--- config.mk ---
export PLATFORM = sky130hd
export DESIGN_NAME = oserdes_burst
export DESIGN_NICKNAME = d
export VERILOG_FILES = /design/src/rtl/oserdes_burst.sv
export SDC_FILE = /design/constraint.sdc
export NUM_CORES = 1
export LEC_CHECK = 0
export CAP_MARGIN = 0
export CORE_MARGIN = 3
export CORE_UTILIZATION = 54
export DETAILED_ROUTE_END_ITERATION = 7
export HOLD_SLACK_MARGIN = 0.02
export PLACE_DENSITY = 0.76
export SYNTH_ARGS = -nofsm -noshare
export SYNTH_HDL_FRONTEND = slang
export SYNTH_SLANG_ARGS = --single-unit
--- constraint.sdc ---
create_clock -name clk -period 2.7 [get_ports clk]
set_input_delay 0.54 -clock clk [delete_from_list [all_inputs] [get_ports clk]]
set_output_delay 0.54 -clock clk [all_outputs]
set_load 0.01 [all_outputs]
--- src/rtl/oserdes_burst.sv ---
// Soft serializer for DDR3 DQ/DQS byte lanes: parallel words in over valid/ready,
// one bit per lane per clock out, tristate enable stretched by preamble/postamble.
module oserdes_burst #(
  parameter int   LANES     = 8,
  parameter int   WIDTH     = 4,
  parameter int   PREAMBLE  = 1,
  parameter int   POSTAMBLE = 1,
  parameter logic INIT_OUT  = 1'b0
) (
  input  logic                   clk,
  input  logic                   rst_n,
  input  logic [LANES*WIDTH-1:0] din,
  input  logic                   din_valid,
  output logic                   din_ready,
  output logic [LANES-1:0]       dout,
  output logic                   tout,
  output logic                   busy
);

  localparam int             CW        = (WIDTH > 1) ? $clog2(WIDTH) : 1;
  localparam logic [CW-1:0]  LAST_BIT  = CW'(WIDTH - 1);
  localparam logic [2:0]     PRE_LAST  = (PREAMBLE > 0)  ? 3'(PREAMBLE - 1)  : 3'd0;
  localparam logic [2:0]     POST_LAST = (POSTAMBLE > 0) ? 3'(POSTAMBLE - 1) : 3'd0;
  localparam logic [LANES-1:0] IDLE_OUT = {LANES{INIT_OUT}};

  typedef enum logic [1:0] {IDLE, PRE, DATA, POST} state_t;

  state_t                 state;
  logic [LANES*WIDTH-1:0] shreg;
  logic [CW-1:0]          bit_cnt;
  logic [2:0]             phase;
  logic [LANES-1:0]       din_bit0;
  logic [LANES-1:0]       shreg_bit0;
  logic                   xfer;

  // Every lane shifts right independently so its next bit always sits at the lane LSB.
  function automatic logic [LANES*WIDTH-1:0] shift_lanes(input logic [LANES*WIDTH-1:0] w);
    logic [LANES*WIDTH-1:0] r;
    r = '0;
    for (int k = 0; k < LANES; k++)
      r[k*WIDTH +: WIDTH] = w[k*WIDTH +: WIDTH] >> 1;
    return r;
  endfunction

  always_comb begin
    din_bit0   = '0;
    shreg_bit0 = '0;
    for (int k = 0; k < LANES; k++) begin
      din_bit0[k]   = din[k*WIDTH];
      shreg_bit0[k] = shreg[k*WIDTH];
    end
  end

  assign din_ready = (state == IDLE) || ((state == DATA) && (bit_cnt == LAST_BIT));
  assign xfer      = din_valid & din_ready;
  assign busy      = (state != IDLE);

  // dout/tout are loaded with the values of the state being entered, so they line up with it.
  always_ff @(posedge clk or negedge rst_n) begin
    if (!rst_n) begin
      state   <= IDLE;
      shreg   <= '0;
      bit_cnt <= '0;
      phase   <= '0;
      dout    <= IDLE_OUT;
      tout    <= 1'b1;
    end else begin
      case (state)
        IDLE: begin
          if (xfer) begin
            tout <= 1'b0;
            if (PREAMBLE > 0) begin
              state <= PRE;
              phase <= PRE_LAST;
              shreg <= din;
              dout  <= IDLE_OUT;
            end else begin
              state   <= DATA;
              bit_cnt <= '0;
              dout    <= din_bit0;
              shreg   <= shift_lanes(din);
            end
          end
        end
        PRE: begin
          if (phase == 3'd0) begin
            state   <= DATA;
            bit_cnt <= '0;
            dout    <= shreg_bit0;
            shreg   <= shift_lanes(shreg);
          end else begin
            phase <= phase - 3'd1;
          end
        end
        DATA: begin
          if (bit_cnt == LAST_BIT) begin
            if (xfer) begin
              bit_cnt <= '0;
              dout    <= din_bit0;
              shreg   <= shift_lanes(din);
            end else if (POSTAMBLE > 0) begin
              state <= POST;
              phase <= POST_LAST;
              dout  <= IDLE_OUT;
            end else begin
              state <= IDLE;
              tout  <= 1'b1;
              dout  <= IDLE_OUT;
            end
          end else begin
            bit_cnt <= bit_cnt + 1'b1;
            dout    <= shreg_bit0;
            shreg   <= shift_lanes(shreg);
          end
        end
        POST: begin
          if (phase == 3'd0) begin
            state <= IDLE;
            tout  <= 1'b1;
          end else begin
            phase <= phase - 3'd1;
          end
        end
        default: state <= IDLE;
      endcase
    end
  end

endmodule

==> out/results.ini, run 1 <==
[status]
run_status = finished clean

[logic_synthesis]
netlist_instances = 289
synth_compound_area_share_pct = 15.63
synth-simple-area-share_pct = 11.09
syn_area_um2 = 2889
yosys_most_used_dff = dfrtp_1
ys_seq_area_share_pct = 41.62
synth_top_family_by_area = multiplexers
ys_types = 31
syn_avg_cell_area_um2 = 9.997
synth_xor_area_share_pct = 0
ys.warnings.count = 0
syn-num-nets = 332
async_flop_share_pct = 100.0
muxShareOfSynthArea_pct = 19.66
synth_edf_count = 0
synth_fa_ha_area_share_pct = 3.465
ys_ff_latch = 48

[placed_design]
io_buffers = 45
place_congestion = 0.8184
dp_hpwl_mm = 4.474
placed_area_um2 = 3405

[run]
cap_viol_max_count = 0

[die]
die_h_um = 79.15
ios = 46
die_area_um2 = 6264
die_w_um = 79.15
start_util_pct = 58.46
rows = 25
core_um2 = 4942

[critical_path]
endpoint_kind = output port
regToRegEndpoint = shreg[29]
worst_ep_required_time_ns = 2.16
critical-path-slowest-cell = clkdlybuf4s50_1
reg2reg_slack_ns = 0.37
cp_slowest_stage_delay_ns = 0.48
r2r-start = state[0]
start_kind = register
crit_arrival_ns = 1.93
cp_max_fo = 4
crit_path_cell_trace = inv_1, ha_1, and2_1, or2_2, clkdlybuf4s50_1
ff2ff_path_depth = 7
path_class = reg -> out

[power_and_ir_drop]
vdd_ir_drop_max_mv = 0.6508
leakagePower_nw = 1.614
p_per_area_nw_per_um2 = 1300

[clock_tree]
clock_sinks = 48
clock-root-buffer = clkbuf_8
cts_post_setup_buffers_inserted = 0
htreeDepth = 2
ctsResizeCount = 0
clock_latency_ns = 0.30
ctsHoldBuffers = 0
cts_buffers = 5
clockBufferDepth = 2
cts_tree = yes
path_clk_slew_ns = 0.09

[finish]
nets = 376
finish.instance_area_um2 = 3526
drive_gt1_share_pct = 13.17
area_growth_pct = 22.04
final_common_cell = dfrtp_1
nFillCells = 410
final_cell_mix = dfrtp_1 (47), clkdlybuf4s50_1 (44), inv_1 (36)
n_antenna_cell = 0

[routing]
drt-total-wl_mm = 6.243
drc_errors = 0
num_vias = 2238
dr.pass1.iters = 4
postRouteAntennaNets = 0
post_drt_wl_per_cell_um = 15.57
drt_iter0_drc = 127
vias_per_cell = 5.581

[global_route]
antenna_found_initial = 0
grt.overflow.total = 0
grt_start_max_net_pins = 33
first_global_vias = 2159
grt_first_pass_wirelength_mm = 10.47
track_usage_pct = 21.33

[timing]
relSlewSlack_pct = 52.55
tightest_slew_ns = 0.7118
rsz0062_at_grt = false
timing.final.hold_violations = 0
post-route-min-period_ns = 2.465
fin_setup_tns_ns = 0
finalSetupViolCount = 0
clock_skew_ns = 0.007646
finalCritPeriodShare_pct = 91.30
drv_slew = 0
max_freq_mhz = 405.7

[hold_path]
hp-class = in -> async

[power breakdown]
part / switching, mW / internal [mW] / leakage [nW]
Combinational: 1.41 / 1.38 / 0.938
Sequential: 0.194 / 1.05 / 0.615
Clock: 0.244 / 0.303 / 0.0614
[routing by layer]
layer | GRT usage [%] | wire, um
met2 | 34.26 | 2950
met4 | 6.529 | 75
met1 | 29.28 | 2848
met5 | 0 | 0
met3 | 3.968 | 368
[sequential cells by signal, indices dropped and copies added, names as in the netlist]
register,flops
shreg,32
phase,3
dout,8
tout,1
bit_cnt,2
state,2
[cell families after synthesis]
group           after synthesis
simple gates                 66
compound gates               62
buf+inv                      57
mux                          48
flops                        48
fa+ha+maj                     8
[area by class of cell]
cell class              count  area [um^2]  share of cell area, %
repair buffers             58        543.0                  15.40
well taps                  67        83.83                  2.378
clock inverters             2        38.79                  1.100
flip-flops and latches     48         1202                  34.10
clock buffers               6        82.58                  2.342
multi-input cells         184         1440                  40.84
inverters                  36        135.1                  3.833
[cells in the mapped netlist (all sizes together) (10+ instances only)]
cell type | n | share of area, %
a221oi | 11 | 3.3
nor2b | 10 | 2.2
mux2i | 29 | 10
nor2 | 17 | 2.2
clkbuf | 12 | 1.6
mux2 | 19 | 9.6
a21oi | 14 | 2.4
o221ai | 13 | 3.9
o21ai | 12 | 2.1
nand2 | 15 | 1.9
inv | 36 | 4.7
dfrtp | 47 | 41
nand3 | 13 | 2.3
[per-stage QoR]
stage          worst slack (ns)  utilization [%]  hold WS [ns]  total power, mW  instances
2_1_floorplan            0.6126                -        0.2444            3.449        289
3_3_place_gp             0.3484            68.89        0.4607            3.965        393
3_5_place_dp             0.3037            68.89        0.4684            4.051        393
4_1_cts                  0.2184            71.34        0.3016            4.603        401
5_1_grt                  0.1577            71.34        0.3340            4.936        401
6_report                 0.2349            71.34        0.2806            4.585        401
[how the worst max path moves through the flow]
| stage | from | to | slack, ns | cells after the start |
|---|---|---|---|---|
| finish | state[0] | din_ready | 0.23 | 5 |
| global route | state[0] | din_ready | 0.16 | 5 |
| CTS | state[0] | din_ready | 0.22 | 5 |
| detailed placement | din_valid | shreg[29] | 0.30 | 5 |
| global placement | din_valid | shreg[29] | 0.35 | 5 |
| floorplan | state[0] | shreg[11] | 0.61 | 10 |
[critical path, delay by kind of cell (launching register included)]
family | cells | cell delay, ns
DFF | 1 | 0.41
adders and majority gates | 1 | 0.22
and+or+nand+nor | 2 | 0.40
buffers and inverters | 2 | 0.59
No activity file was read; power rests on OpenSTA's default activity.
==> run 2, diff against run 1 <==
--- a/config.mk
+++ b/config.mk
@@ -8,9 +8,10 @@
 export CAP_MARGIN = 0
 export CORE_MARGIN = 3
 export CORE_UTILIZATION = 54
+export CTS_CLUSTER_SIZE = 12
 export DETAILED_ROUTE_END_ITERATION = 7
-export HOLD_SLACK_MARGIN = 0.02
 export PLACE_DENSITY = 0.76
+export SKIP_LAST_GASP = 1
 export SYNTH_ARGS = -nofsm -noshare
 export SYNTH_HDL_FRONTEND = slang
 export SYNTH_SLANG_ARGS = --single-unit
==> results of run 2 <==
Same layout as run 1: the final DEF is identical, and so are final timing and power.
